$ cat config.mk
export PLATFORM = sky130hd
export DESIGN_NAME = thread_issue_arbiter_flat
export DESIGN_NICKNAME = d
export VERILOG_FILES = /design/src/rtl/thread_issue_arbiter_if.sv /design/src/rtl/thread_issue_arbiter.sv /design/src/flat_wrapper.sv
export SDC_FILE = /design/constraint.sdc
export NUM_CORES = 1
export LEC_CHECK = 0
export CORE_ASPECT_RATIO = 1.5
export CORE_MARGIN = 2
export CORE_UTILIZATION = 36
export DETAILED_ROUTE_END_ITERATION = 7
export PLACE_DENSITY = 0.52
export SLEW_MARGIN = 10
export SYNTH_ARGS = -nofsm -noshare
export SYNTH_HDL_FRONTEND = slang
export SYNTH_SLANG_ARGS = --single-unit
$ cat constraint.sdc
create_clock -name clk -period 4.39 [get_ports clk]
set_input_delay 0.878 -clock clk [delete_from_list [all_inputs] [get_ports clk]]
set_output_delay 0.878 -clock clk [all_outputs]
set_load 0.005 [all_outputs]
$ cat src/rtl/thread_issue_arbiter_if.sv
// Issue-arbiter request/grant bundle. The arbiter sits on the slave side,
// and the thread-select stage driving requests sits on the master side.
`ifndef THREADS_PER_CORE
`define THREADS_PER_CORE 4
`endif

interface thread_issue_arbiter_if #(
  parameter int unsigned NUM_THREADS  = `THREADS_PER_CORE,
  parameter int unsigned WEIGHT_WIDTH = 4
);
  localparam int unsigned IdxW = (NUM_THREADS > 1) ? $clog2(NUM_THREADS) : 1;

  logic [NUM_THREADS-1:0]  request;
  logic                    update_en;
  logic                    weight_wr_en;
  logic [IdxW-1:0]         weight_wr_thread;
  logic [WEIGHT_WIDTH-1:0] weight_wr_value;
  logic [NUM_THREADS-1:0]  grant_oh;
  logic [IdxW-1:0]         grant_idx;
  logic                    grant_valid;
  logic                    perf_starve_override;

  modport master (
    output request, update_en, weight_wr_en, weight_wr_thread, weight_wr_value,
    input  grant_oh, grant_idx, grant_valid, perf_starve_override
  );

  modport slave (
    input  request, update_en, weight_wr_en, weight_wr_thread, weight_wr_value,
    output grant_oh, grant_idx, grant_valid, perf_starve_override
  );
endinterface

$ cat src/rtl/thread_issue_arbiter.sv
// Weighted round-robin thread issue arbiter with starvation override.
// Grant is combinational from the request vector and the registered
// credit/wait/pointer state; the state advances only when update_en is high.
`ifndef THREADS_PER_CORE
`define THREADS_PER_CORE 4
`endif

module thread_issue_arbiter #(
  parameter int unsigned NUM_THREADS  = `THREADS_PER_CORE,
  parameter int unsigned WEIGHT_WIDTH = 4,
  parameter int unsigned STARVE_LIMIT = 15
) (
  input logic                      clk,
  input logic                      reset,
  thread_issue_arbiter_if.slave    bus
);

  localparam int unsigned IdxW  = (NUM_THREADS > 1) ? $clog2(NUM_THREADS) : 1;
  localparam int unsigned WaitW = 5;

  localparam logic [WaitW-1:0]        WaitMax   = '1;
  localparam logic [WaitW-1:0]        StarveThr = WaitW'(STARVE_LIMIT);
  localparam logic [WEIGHT_WIDTH-1:0] WeightOne = WEIGHT_WIDTH'(1);
  localparam logic [WaitW-1:0]        WaitOne   = WaitW'(1);

  // Architectural state
  logic [WEIGHT_WIDTH-1:0] weight_q [NUM_THREADS];
  logic [WEIGHT_WIDTH-1:0] weight_d [NUM_THREADS];
  logic [WEIGHT_WIDTH-1:0] credit_q [NUM_THREADS];
  logic [WEIGHT_WIDTH-1:0] credit_d [NUM_THREADS];
  logic [WaitW-1:0]        wait_q   [NUM_THREADS];
  logic [WaitW-1:0]        wait_d   [NUM_THREADS];
  logic [IdxW-1:0]         last_q, last_d;
  logic                    perf_q, perf_d;

  // Arbitration signals
  logic [NUM_THREADS-1:0]  starved;
  logic [NUM_THREADS-1:0]  credited;
  logic [NUM_THREADS-1:0]  eligible;
  logic                    is_override;
  logic                    is_refill;
  logic                    found;
  logic [IdxW-1:0]         winner;
  logic [NUM_THREADS-1:0]  grant_oh_c;
  logic                    commit;
  logic [WEIGHT_WIDTH-1:0] wr_value_eff;

  // Pick the eligible set: starved threads first, then threads holding
  // credit, and finally any requester (which triggers a credit refill).
  always_comb begin
    starved     = '0;
    credited    = '0;
    eligible    = '0;
    is_override = 1'b0;
    is_refill   = 1'b0;
    for (int n = 0; n < int'(NUM_THREADS); n++) begin
      starved[n]  = bus.request[n] && (wait_q[n] >= StarveThr);
      credited[n] = bus.request[n] && (credit_q[n] != '0);
    end
    if (|starved) begin
      eligible    = starved;
      is_override = 1'b1;
    end else if (|credited) begin
      eligible = credited;
    end else begin
      eligible  = bus.request;
      is_refill = |bus.request;
    end
  end

  // Round-robin scan of the eligible set starting just after last_q.
  always_comb begin
    int unsigned k;
    k      = 0;
    found  = 1'b0;
    winner = '0;
    for (int unsigned i = 1; i <= NUM_THREADS; i++) begin
      k = (32'(last_q) + i) % NUM_THREADS;
      if (!found && eligible[k]) begin
        found  = 1'b1;
        winner = IdxW'(k);
      end
    end
  end

  // One-hot expansion of the winner.
  always_comb begin
    grant_oh_c = '0;
    if (found) begin
      grant_oh_c[winner] = 1'b1;
    end
  end

  assign bus.grant_oh             = grant_oh_c;
  assign bus.grant_idx            = winner;
  assign bus.grant_valid          = found;
  assign bus.perf_starve_override = perf_q;

  assign commit       = bus.update_en && found;
  // A zero weight would lock a thread out of the credited set forever.
  assign wr_value_eff = (bus.weight_wr_value == '0) ? WeightOne : bus.weight_wr_value;

  // Next-state for credits, wait counters, pointer and the override pulse.
  always_comb begin
    last_d = commit ? winner : last_q;
    perf_d = commit && is_override;
    for (int n = 0; n < int'(NUM_THREADS); n++) begin
      weight_d[n] = weight_q[n];
      credit_d[n] = credit_q[n];
      wait_d[n]   = wait_q[n];

      if (commit) begin
        if (is_refill) begin
          // The refill grant itself consumes one of the winner's fresh credits.
          credit_d[n] = grant_oh_c[n] ? (weight_q[n] - WeightOne) : weight_q[n];
        end else if (grant_oh_c[n] && (credit_q[n] != '0)) begin
          // Override grants may land on a zero-credit thread; hold it at zero.
          credit_d[n] = credit_q[n] - WeightOne;
        end
      end

      if (bus.update_en) begin
        if (grant_oh_c[n] || !bus.request[n]) begin
          wait_d[n] = '0;
        end else if (wait_q[n] != WaitMax) begin
          wait_d[n] = wait_q[n] + WaitOne;
        end
      end

      // Software weight write overrides any credit change from this cycle.
      if (bus.weight_wr_en && (bus.weight_wr_thread == IdxW'(n))) begin
        weight_d[n] = wr_value_eff;
        credit_d[n] = wr_value_eff;
      end
    end
  end

  // State registers with asynchronous active-low reset.
  always_ff @(posedge clk or negedge reset) begin
    if (!reset) begin
      for (int n = 0; n < int'(NUM_THREADS); n++) begin
        weight_q[n] <= WeightOne;
        credit_q[n] <= WeightOne;
        wait_q[n]   <= '0;
      end
      // Start the pointer at the top so thread 0 wins the first grant.
      last_q <= IdxW'(NUM_THREADS - 1);
      perf_q <= 1'b0;
    end else begin
      weight_q <= weight_d;
      credit_q <= credit_d;
      wait_q   <= wait_d;
      last_q   <= last_d;
      perf_q   <= perf_d;
    end
  end

endmodule

$ cat src/flat_wrapper.sv
// flat-port wrapper written by rule: the top's interface ports become plain ports
module thread_issue_arbiter_flat 
#(
  parameter int unsigned NUM_THREADS  = `THREADS_PER_CORE,
  parameter int unsigned WEIGHT_WIDTH = 4,
  parameter int unsigned STARVE_LIMIT = 15
)
  (clk, reset, bus_request, bus_update_en, bus_weight_wr_en, bus_weight_wr_thread, bus_weight_wr_value, bus_grant_oh, bus_grant_idx, bus_grant_valid, bus_perf_starve_override);
  thread_issue_arbiter_if #(.NUM_THREADS(NUM_THREADS), .WEIGHT_WIDTH(WEIGHT_WIDTH)) bus_i ();
  input logic clk;
  input logic reset;
  input wire logic [$bits(bus_i.request)-1:0] bus_request;
  input wire logic [$bits(bus_i.update_en)-1:0] bus_update_en;
  input wire logic [$bits(bus_i.weight_wr_en)-1:0] bus_weight_wr_en;
  input wire logic [$bits(bus_i.weight_wr_thread)-1:0] bus_weight_wr_thread;
  input wire logic [$bits(bus_i.weight_wr_value)-1:0] bus_weight_wr_value;
  output wire logic [$bits(bus_i.grant_oh)-1:0] bus_grant_oh;
  output wire logic [$bits(bus_i.grant_idx)-1:0] bus_grant_idx;
  output wire logic [$bits(bus_i.grant_valid)-1:0] bus_grant_valid;
  output wire logic [$bits(bus_i.perf_starve_override)-1:0] bus_perf_starve_override;
  assign bus_i.request = bus_request;
  assign bus_i.update_en = bus_update_en;
  assign bus_i.weight_wr_en = bus_weight_wr_en;
  assign bus_i.weight_wr_thread = bus_weight_wr_thread;
  assign bus_i.weight_wr_value = bus_weight_wr_value;
  assign bus_grant_oh = bus_i.grant_oh;
  assign bus_grant_idx = bus_i.grant_idx;
  assign bus_grant_valid = bus_i.grant_valid;
  assign bus_perf_starve_override = bus_i.perf_starve_override;
  thread_issue_arbiter #(.NUM_THREADS(NUM_THREADS), .WEIGHT_WIDTH(WEIGHT_WIDTH), .STARVE_LIMIT(STARVE_LIMIT)) u_core (.clk(clk), .reset(reset), .bus(bus_i));
endmodule
==> run metrics <==
commonest non-fill, non-tap cells in the layout=nand2_1 (60), dfrtp_1 (45), inv_1 (35); number of routed nets with antenna violations=0; most frequent CP cell=clkdlybuf4s50_1; P&R area growth vs syn=16.2%; Buf/Inv on CP=4; TritonRoute pass-1 iters=4; initial antenna violation count=0; Max Cap Violations=0; synthesized cell area=0.00404 sq mm; clk buf depth=2; commonest non-fill, non-tap cell in the layout=nand2_1; startpoint types=input port; # IOs=22; Tot GR Track Use=0.189; # nets final=around 530; drt via density=between 5 and 6; final slew viol count=0; IO Port Bufs=21; dpl ws=around 0.13 ns; total die area=0.0121 sq mm; largest delay contributor family on the critical path=buffers and inverters; Tightest Pin Transition=between 0.6 and 0.7 ns; min-delay src=u_core.weight_q[7]$_DFFE_PN0P_; final core occ=0.426; Worst-path clk slew=0.07 ns; flops & latches, synth=55; CP Cell Sequence=clkdlybuf4s50_1 > buf_4 > a22oi_4 > a21oi_1 > o41a_1 > nand2_1 > a221o_1 > inv_1 > clkdlybuf4s50_1; placed wire-length estimate=8.44 mm; Yosys warning total=0; crit-path max cell delay=0.55 ns; post-route clock period utilization=0.976; critical path type=input port to primary output; outcome=completed; remaining global-route overflow=0; Setup TNS=0 ns; Cells after DPL=640; post-synthesis sequential area ratio=0.344; final cell count without fillers=648; class of the worst hold path=register to register; height of the die=134 um; CTS tree=built; fmax=233 MHz; syn nets=502; Slew headroom=0.540; Final WS setup=0.104 ns; root buffer cell=clkbuf_16; Slowest-stage cell, CP=clkdlybuf4s50_1; VDD IR max=189 uV; Total Power=2.29 mW; routability cong.=0.913; Pwr per Cell Area=489 mW/mm^2; CORE AREA=between 0.01 and 0.015 sq mm; Unique masters post-synth=78; largest net degree at the start of global routing=34; Fill cells=1146; CTS H-tree depth=2; Arrival @ worst endpoint=approximately 3.4 ns; clk_lat worst skew=~0.30 ns; Placement Rows=47; DRC violations left=0; starting density of the core=0.367; syn avg cell area=8.62 sq um; P_leak=approximately 2.1 nW; Worst setup EP type=primary output; CTS sink count=55; Antenna Cells=0; share of layout cells above drive strength 1=0.152; Worst Setup SP=bus_request[2]; EDFF count, synth=0; Starting DRT DRC Count=154; vias in the first global route=3796; reg-to-reg startpoint=u_core.wait_q[5]$_DFFE_PN0P_; area of the multi-input gates=0.00244 sq mm; Storage cell area=between 0.001 and 0.0015 sq mm; Crit Path Max Fanout=5; Final Hold Vio Count=0; asr flop ratio synth=1.00; die width=90.4 um; Post-Synthesis Cells=468; total CTS buffers=5; Final Setup Violations=0; first-pass GRT wire length=18.4 mm; Final Skew=between 0.006 and 0.007 ns; worst endpoint required time=~3.5 ns; post-DR wirelength/cell=16.9 um; Top FF cell, synth=dfrtp_1; DR vias=3659; DRT Wirelength=11.0 mm; crit path time final=4.29 ns; RSZ-0062 raised after global routing=no
power by group:
| group | internal [mW] | switching, mW | total [mW] |
|---|---|---|---|
| clock network | 0.244 | 0.190 | 0.434 |
| registers | 0.660 | 0.144 | 0.804 |
| logic | 0.486 | 0.569 | 1.06 |
state kept, by name, indices dropped and copies added (netlist names):
name / cells
u_core.bus.perf_starve_override: 1
u_core.weight_q: 16
u_core.credit_q: 16
u_core.last_q: 2
u_core.wait_q: 20
stage by stage:
step                      hold WS, ns  instance area, sq um
after floorplan                 0.453                  4040
after global placement          0.472                  4500
after detailed placement        0.482                  4500
after CTS                       0.500                  4660
after global routing            0.536                  4690
final                           0.497                  4690
Yosys cell counts (all sizes together) (9+ instances only):
cell type | count | area, sq um
dfrtp | 45 | 1130
nand2 | 60 | 225
buf | 12 | 66.3
nor3 | 16 | 85.1
a21oi | 19 | 98.9
ha | 20 | 250
nand3 | 25 | 125
nor2 | 22 | 90.1
o31ai | 9 | 82.6
o21ai | 41 | 216
dfstp | 10 | 263
inv | 36 | 135
timing repair:
item / CTS / global route
endpoints found under the hold margin: 0 / 0
endpoints found under the setup margin: 0 / 4
resized for setup: 0 / 6
setup buffers: 0 / 0
hold buffers: 0 / 0
worst reg2reg max path, delay by kind of cell, from the launching register on:
family	cells	cell delay, ns
simple gates	5	1.42
flops	1	0.41
fa+ha+maj	2	0.41
compound gates	5	1.15
buf+inv	1	0.17
final cells by class:
type,instances,area share
sequential,55,0.296
multi-input combinational,358,0.521
inverter,36,0.0288
clock buffer,8,0.0334
timing repair buffer,44,0.0817
tap,147,0.0392
final timing paths:
kind                                                         to  slack (ns)  cells after the start
worst max-delay path                            bus_grant_oh[2]        0.10                      9
worst min-delay path             u_core.weight_q[7]$_DFFE_PN0P_        0.50                      2
worst max register to register   u_core.credit_q[3]$_DFFE_PN0P_        0.73                     13
worst min register to register   u_core.weight_q[7]$_DFFE_PN0P_        0.50                      2
max in group asynchronous       u_core.credit_q[12]$_DFFE_PN1P_        2.90                      2
min in group asynchronous         u_core.wait_q[11]$_DFFE_PN0P_        0.57                      1
logic make-up after synthesis:
| kind of cell | count (synthesis) | share of synthesized area |
|---|---|---|
| adder cells (fa/ha/maj) | 20 | 0.0620 |
| multiplexers | 9 | 0.0239 |
| buffers and inverters | 55 | 0.0564 |
| AND/OR/NAND/NOR | 177 | 0.228 |
| flip-flops | 55 | 0.344 |
| AO/OA/AOI/OAI | 141 | 0.261 |
| XOR/XNOR | 11 | 0.0239 |
layer usage:
metal,share of wire,global-route usage,vias to the layer above
met2,0.54,0.355,64
met1,0.41,0.216,1792
met3,0.023,0.0238,15
met4,0.022,0.0735,0
met5,0,0,-
li1,-,-,1788
(Power assumes the default switching activity.)
